[src/rtl/jtag_scan_engine.sv]
// rtl/jtag_scan_engine.sv - JTAG master turning TAP reset / IR scan / DR scan requests into TCK/TMS/TDI waveforms
module jtag_scan_engine #(
  parameter int MAX_LEN = 64,
  parameter int CLK_DIV = 2
) (
  input  logic                         clk_i,
  input  logic                         rst_ni,
  input  logic                         req_valid_i,
  output logic                         req_ready_o,
  input  logic                         req_reset_i,
  input  logic                         req_ir_i,
  input  logic [$clog2(MAX_LEN+1)-1:0] req_len_i,
  input  logic [MAX_LEN-1:0]           req_data_i,
  output logic                         rsp_valid_o,
  input  logic                         rsp_ready_i,
  output logic [MAX_LEN-1:0]           rsp_data_o,
  output logic                         jtag_tck_o,
  output logic                         jtag_tms_o,
  output logic                         jtag_tdi_o,
  output logic                         jtag_trst_no,
  input  logic                         jtag_tdo_i
);

  localparam int LW = $clog2(MAX_LEN + 1);
  localparam int DW = (CLK_DIV > 1) ? $clog2(CLK_DIV) : 1;
  localparam logic [DW-1:0] DIV_LAST = DW'(CLK_DIV - 1);

  typedef enum logic [2:0] {IDLE, RST_SEQ, PRE, SHIFT, POST, RESP} state_t;

  state_t             state_q, state_d;
  logic [LW-1:0]      pcnt_q, pcnt_d, len_q;
  logic [DW-1:0]      div_q, div_d;
  logic [MAX_LEN-1:0] data_q, mask_q, mask_d, rsp_q, rsp_d;
  logic               ir_q;
  logic               tck_q, tck_d, tms_q, tms_d, tdi_q, tdi_d, trst_q, trst_d;
  logic               advance, accept;

  assign accept = req_valid_i && (state_q == IDLE);

  always_ff @(posedge clk_i or negedge rst_ni) begin
    if (!rst_ni) state_q <= IDLE;
    else         state_q <= state_d;
  end

  always_comb begin
    state_d = state_q;
    pcnt_d  = pcnt_q;
    div_d   = div_q;
    tck_d   = tck_q;
    mask_d  = mask_q;
    rsp_d   = rsp_q;
    advance = 1'b0;
    case (state_q)
      IDLE: begin
        if (req_valid_i) begin
          pcnt_d = '0;
          div_d  = '0;
          tck_d  = 1'b0;
          rsp_d  = '0;
          if (req_reset_i) begin
            state_d = RST_SEQ;
            advance = 1'b1;
          end else if (req_len_i == '0) begin
            state_d = RESP;
          end else begin
            state_d = PRE;
            advance = 1'b1;
          end
        end
      end
      RESP: if (rsp_ready_i) state_d = IDLE;
      RST_SEQ, PRE, SHIFT, POST: begin
        if (div_q != DIV_LAST) begin
          div_d = div_q + DW'(1);
        end else if (!tck_q) begin
          // Rising TCK: TDO has been stable since the previous falling edge
          div_d = '0;
          tck_d = 1'b1;
          if (state_q == SHIFT && jtag_tdo_i) rsp_d = rsp_q | mask_q;
        end else begin
          div_d   = '0;
          tck_d   = 1'b0;
          advance = 1'b1;
          pcnt_d  = pcnt_q + LW'(1);
          case (state_q)
            RST_SEQ: if (pcnt_q == LW'(5)) begin
              state_d = RESP;
              advance = 1'b0;
            end
            PRE: if (pcnt_q == (ir_q ? LW'(3) : LW'(2))) begin
              state_d = SHIFT;
              pcnt_d  = '0;
              mask_d  = MAX_LEN'(1);
            end
            SHIFT: begin
              mask_d = mask_q << 1;
              if (pcnt_q == len_q - LW'(1)) begin
                state_d = POST;
                pcnt_d  = '0;
              end
            end
            POST: if (pcnt_q == LW'(1)) begin
              state_d = RESP;
              advance = 1'b0;
            end
            default: ;
          endcase
        end
      end
      default: state_d = IDLE;
    endcase

    // TMS/TDI/TRST change only when a new TCK period begins (falling edge)
    tms_d  = tms_q;
    tdi_d  = tdi_q;
    trst_d = trst_q;
    if (state_d == IDLE || state_d == RESP) begin
      tms_d  = 1'b0;
      tdi_d  = 1'b0;
      trst_d = 1'b1;
    end else if (advance) begin
      tms_d  = 1'b0;
      tdi_d  = 1'b0;
      trst_d = 1'b1;
      case (state_d)
        RST_SEQ: begin
          tms_d  = (pcnt_d != LW'(5));
          trst_d = (pcnt_d != '0);
        end
        PRE:     tms_d = ir_q ? (pcnt_d <= LW'(1)) : (pcnt_d == '0);
        SHIFT: begin
          tms_d = (pcnt_d == len_q - LW'(1));
          tdi_d = |(data_q & mask_d);
        end
        POST:    tms_d = (pcnt_d == '0);
        default: ;
      endcase
    end
  end

  always_ff @(posedge clk_i or negedge rst_ni) begin
    if (!rst_ni) begin
      pcnt_q <= '0;
      div_q  <= '0;
      mask_q <= '0;
      rsp_q  <= '0;
      data_q <= '0;
      len_q  <= '0;
      ir_q   <= 1'b0;
      tck_q  <= 1'b0;
      tms_q  <= 1'b0;
      tdi_q  <= 1'b0;
      trst_q <= 1'b0;
    end else begin
      pcnt_q <= pcnt_d;
      div_q  <= div_d;
      mask_q <= mask_d;
      rsp_q  <= rsp_d;
      tck_q  <= tck_d;
      tms_q  <= tms_d;
      tdi_q  <= tdi_d;
      trst_q <= trst_d;
      if (accept) begin
        len_q  <= req_len_i;
        data_q <= req_data_i;
        ir_q   <= req_ir_i;
      end
    end
  end

  assign req_ready_o  = (state_q == IDLE);
  assign rsp_valid_o  = (state_q == RESP);
  assign rsp_data_o   = rsp_q;
  assign jtag_tck_o   = tck_q;
  assign jtag_tms_o   = tms_q;
  assign jtag_tdi_o   = tdi_q;
  assign jtag_trst_no = trst_q;

endmodule

[config.mk]
export PLATFORM = sky130hd
export DESIGN_NAME = jtag_scan_engine
export DESIGN_NICKNAME = d
export VERILOG_FILES = /design/src/rtl/jtag_scan_engine.sv
export SDC_FILE = /design/constraint.sdc
export NUM_CORES = 1
export LEC_CHECK = 0
export BUFFER_PORTS_ARGS = -buffer_cell sky130_fd_sc_hd__buf_4
export CAP_MARGIN = 20
export CORE_MARGIN = 4
export CORE_UTILIZATION = 61
export CTS_CLUSTER_DIAMETER = 40
export DETAILED_ROUTE_END_ITERATION = 8
export PLACE_DENSITY = 0.94
export SYNTH_ARGS = -nofsm -noshare
export SYNTH_HDL_FRONTEND = slang
export SYNTH_SLANG_ARGS = --single-unit
[constraint.sdc]
create_clock -name clk_i -period 7.09 [get_ports clk_i]
set_input_delay 1.7725 -clock clk_i [delete_from_list [all_inputs] [get_ports clk_i]]
set_output_delay 1.7725 -clock clk_i [all_outputs]
set_load 0.02 [all_outputs]
Yosys cells after proc, flatten, opt, wreduce, memory -nomap -nowiden. Cells that the tools add are included.

Add/sub/neg operators: 3. Multiply operators: 0. Divide/modulo/power cells: 0. $lt $le $gt $ge: 1. Equality and inequality tests: 20. Shift-type cells: 0. Mux-type cells: 55. Bitwise operators: 2. Reductions and logical operators: 15.

Operators with widths (number): 64-bit two-way mux (8); 64-bit one-hot mux with 2 select lines (2); 64-bit AND (1); 64-bit OR (1); 64-bit OR reduction (1); 7-bit two-way mux (5); 3-bit two-way mux (10); 7-bit one-hot mux with 2 select lines (2); 1-bit two-way mux (21); 7-bit equality test (2); 7-bit zero test (2); 3-bit by 2-bit equality test with 1-bit output (second input constant) (4); 3-bit equality test (second input constant) (4); 3-bit one-hot mux with 4 select lines (1); 3-bit one-hot mux with 3 select lines (1); 2-bit inequality test (second input constant) (4); 1-bit one-hot mux with 2 select lines (4); 7-bit by 1-bit adder with 7-bit output (second input constant) (1); 7-bit by 1-bit equality test with 1-bit output (second input constant) (1); 7-bit by 2-bit equality test with 1-bit output (1); 7-bit by 3-bit equality test with 1-bit output (second input constant) (1); 7-bit by 1-bit less-or-equal comparator with 1-bit output (second input constant) (1); 7-bit by 3-bit inequality test with 1-bit output (second input constant) (1); 7-bit nonzero test (1); 12 further kinds (16).

Flip-flop bits (word level): 215. Latch bits: 0. Memory bits (writable): 0. Memory bits (read-only): 0. Input bits: 78. Output and inout port bits: 70. Word-level logic and storage cells: 108. Memories kept: 0.

Logic depth before layout (Yosys ltp).
Depth in word-level cells: 12. Mapped depth: 14. Gate-level depth less buffers: 13.

Worst setup path after synthesis. OpenSTA, ideal clock, no wires.

Kind: input-to-reg. From: in req_len_i[2]. To: reg tms_q, in the netlist jtag_tms_o. Setup time: 129 ps. Arrival: 3647 ps. Data required time: 6961 ps. Setup slack: 3314 ps. Stages on the path: 9. Buffers on the path: 0. Cells stage by stage: or4_1 nor4_1 o21a_1 a2111oi_0 a41oi_1 nor2_1 a21o_1 a211oi_1 o21ai_1.

Word-level cells in the longest chain between the ends: 9. Elaborated cells between the ends (all ways): 20. Those cells by class: eq/ne: 5; mux: 11; reduce/logical: 4.

Ends and longest elaborated chain: from (decl) (RTL line 12) `input logic [$clog2(MAX_LEN+1)-1:0] req_len_i,`; 7-bit zero test (*) (RTL line 63) `end else if (req_len_i == '0) begin`; 3-bit two-way mux (*) (RTL line 63); 3-bit two-way mux (*) (RTL line 60) `if (req_reset_i) begin`; 3-bit two-way mux (*) (RTL line 55) `if (req_valid_i) begin`; 3-bit one-hot mux with 3 select lines (*) (RTL line 53) `case (state_q)`; named net state_d[0] (RTL line 30) `state_t state_q, state_d;`; 3-bit equality test (tied with other cells) (RTL line 125) `case (state_d)`; 1-bit one-hot mux with 4 select lines (RTL line 125); 1-bit two-way mux (RTL line 121) `end else if (advance) begin`; 1-bit two-way mux (RTL line 117) `if (state_d == IDLE || state_d == RESP) begin`; to (signal assigned) (RTL line 160) `tms_q <= tms_d;`; to (decl) (RTL line 35) `logic tck_q, tck_d, tms_q, tms_d, tdi_q, tdi_d, trst_q, trst_d;`.

Mark *: on every way through the listed nets, which the timed path passes. The rest lies on a longest branch. The select of a mux whose other input is x is not followed. A chain may end at the register's enable or synchronous reset.

Worst setup path after layout. Ends and elaborated chain as after synthesis.

==> flow_metrics.tcl <==
set metrics [dict create \
    die_height_um 130 \
    grt_max_degree 86 \
    power_frac_seq 0.426 \
    cts_max_level 1 \
    whs_path_depth 2 \
    start_kind "input port" \
    yosysWarnings 0 \
    ir_drop_uv 226 \
    synth_area_per_cell_um2 10.0 \
    yosys-top-cells-count "nand2_1, dfrtp_1, nor2_1, a21oi_1, a22o_1" \
    r2r-end "jtag_tdi_o" \
    cp-endpoint "jtag_tms_o" \
    dr.pass1.iters 5 \
    cts_tree "built" \
    max_stage_delay_ps 530 \
    r2r_slack_ps 3260 \
    fin_crit_sh 0.569 \
    start_util 0.622 \
    synth.area.top_cells "dfrtp_1, nand2_1, a22o_1" \
    hold_violations 0 \
    clkSlewWorstSetupHoldPaths_ps 60 \
    gp_congestion 0.850 \
    area.growth.synth_to_final_pct 22.1 \
    cts_buffer_depth 3 \
    io_pins 148 \
    synth_top_area_share 0.596 \
    synth_edf_count 0 \
    worstSetupPathType "input port to flip-flop" \
    path_buf_inv 1 \
    holdCritPathClass "flip-flop to flip-flop" \
    die-area_um2 16800 \
    hold_buffers 0 \
    coreArea_um2 14500 \
    die_w_um 130 \
    tightest_slew_ps 940 \
    rsz0062_at_grt "no" \
    cp_cell_sequence "buf_4 > or4_1 > nor4_1 > o21a_1 > a2111oi_0 > a41oi_1 > nor2_1 > a21o_1 > a211oi_1 > o21ai_1" \
    power.static_leakage_nw 5.67 \
    dr_total_vias 7796 \
    fin_skew_ps 29.9 \
    finalMaxSlewViolations 0 \
    layout.nets 1108 \
    synthFlopType "dfrtp_1" \
    crit_family "compound AO/OA/AOI/OAI gates" \
    path_depth 10 \
    switching_power_w 0.00147 \
    sw_frac_of_total 0.361 \
    power.internal_w 0.00259 \
    synthCells 899 \
    maxCapViolCount 0 \
    outcome "finished clean" \
    numCtsBuffers 25 \
    cts_sinks 215 \
    slew_headroom 0.373 \
    io_buffers 147 \
    rows 44 \
    power.total_w 0.00406 \
    fmax_mhz 248 \
    synth-seq-area-share 0.596 \
    post-cts-setup-buffers 0 \
    antenna_left 0 \
    grt_overflow 0 \
    ys_types 61 \
    grt_usage 0.310 \
    cp_slowest_cell "or4_1" \
    diodes 0 \
    grt_first_pass_wirelength_um 40600 \
    yosysMostFrequentCell "nand2_1" \
    grt_pass1_vias 7667 \
    synth.cell_area_um2 9030 \
    startpoint "req_len_i[2]" \
    drive_gt1_frac 0.203 \
    dp_hpwl_um 16600 \
    drt_first_iter_violations 991 \
    clock_latency_ps 540 \
    synth_largest_area_cell "dfrtp_1" \
    post_cts_resized 0 \
    hp-start "data_q[21]" \
    r2r_start "pcnt_q[3]" \
    clkPwrFrac 0.307 \
    synth_fp_nets 980 \
    p_comb_frac 0.267 \
    ys_async_sr_fraction 1.00 \
    arrival_ps 4430 \
    antenna_found_initial 0 \
    synth_seq_cells 215 \
    end_kind "flip-flop" \
    wl_um 26000 \
    drc 0 \
    fin_crit_ps 4040 \
    cts-root-buf "clkbuf_16" \
    critPathRequiredTime_ps 7480 \
    drt-wirelength-per-cell_um 21.1 \
    finalSetupTns_ps 0 \
    vias_per_cell 6.35 \
    p_per_area_nw_per_um2 368 \
    r2r_cells 11 \
    cp_max_fo 7 \
    setup_viol 0 \
]
[state kept, by name, summed over array words and instances, names as in the netlist]
name / flops
jtag_trst_no: 1
ir_q: 1
mask_q: 64
len_q: 7
div_q: 1
jtag_tdi_o: 1
data_q: 64
jtag_tms_o: 1
pcnt_q: 7
jtag_tck_o: 1
rsp_data_o: 64
state_q: 3
[power by group through the flow]
stage / sequential (W) / clock, W / combinational (W)
after floorplan: 0.00166 / 0 / 0.000782
after global placement: 0.00171 / 0 / 0.00101
after detailed placement: 0.00173 / 0 / 0.00105
after CTS: 0.00172 / 0.00125 / 0.00107
after global routing: 0.00176 / 0.00130 / 0.00118
final: 0.00173 / 0.00124 / 0.00108
[cells in the final DEF (no fill, tap or decap), types with 8 or more instances in the layout]
cell	count
a22o_1	64
o21ai_0	13
inv_1	13
clkbuf_16	25
nor3_1	10
nand3_1	8
xnor2_1	13
a22oi_1	32
dfrtp_1	215
buf_4	153
nand4_1	11
a21oi_1	72
nor2_1	80
nand2_1	226
[per-stage QoR]
step                worst slack, ps  area [µm²]   util  cells  hold slack [ps]
detailed placement             2550       10200  0.704   1184              463
global placement               2630       10200  0.704   1184              457
finish                         3050       11000  0.759   1227              478
floorplan                      3310        9030      -    899              446
CTS                            3070       11000  0.759   1227              479
global route                   2800       11000  0.759   1227              505
[logic make-up (layout without fill, tap and decap cells)]
logic type | after synthesis | count (layout) | synth area share
compound gates | 219 | 219 | 0.171
xor+xnor | 20 | 20 | 0.0212
fa+ha+maj | 3 | 3 | 0.00416
buf+inv | 67 | 211 | 0.0296
flops | 215 | 215 | 0.596
mux | 2 | 2 | 0.00249
simple gates | 373 | 373 | 0.176
[final cells by class]
cell class | instances | area [µm²]
sequential | 215 | 5380
fill | 906 | 3510
multi-input combinational | 617 | 3410
timing repair buffer | 154 | 1160
clock buffer | 31 | 658
tap | 184 | 230
clock inverter | 12 | 136
inverter | 14 | 52.6
[per-layer routing]
| metal | vias up | wire length, µm | GRT usage |
|---|---|---|---|
| met2 | 458 | 12400 | 0.494 |
| met1 | 3857 | 10200 | 0.432 |
| met3 | 92 | 2280 | 0.0598 |
| li1 | 3389 | - | - |
| met4 | 0 | 1090 | 0.111 |
| met5 | - | 0 | 0 |
[worst min path at each step]
stage          slack (ps)         end
4_1_cts               480  data_q[15]
3_3_place_gp          460  data_q[44]
2_1_floorplan         450  data_q[10]
6_report              480  data_q[21]
3_5_place_dp          460  data_q[44]
5_1_grt               510  data_q[21]
[worst register-to-register path, delay by kind of cell, from the launching register on]
kind            cells  cell delay [ps]
compound gates      5             1020
simple gates        5             1840
flops               1              460
buf+inv             1              360
No activity file was read; power rests on OpenSTA's default activity.
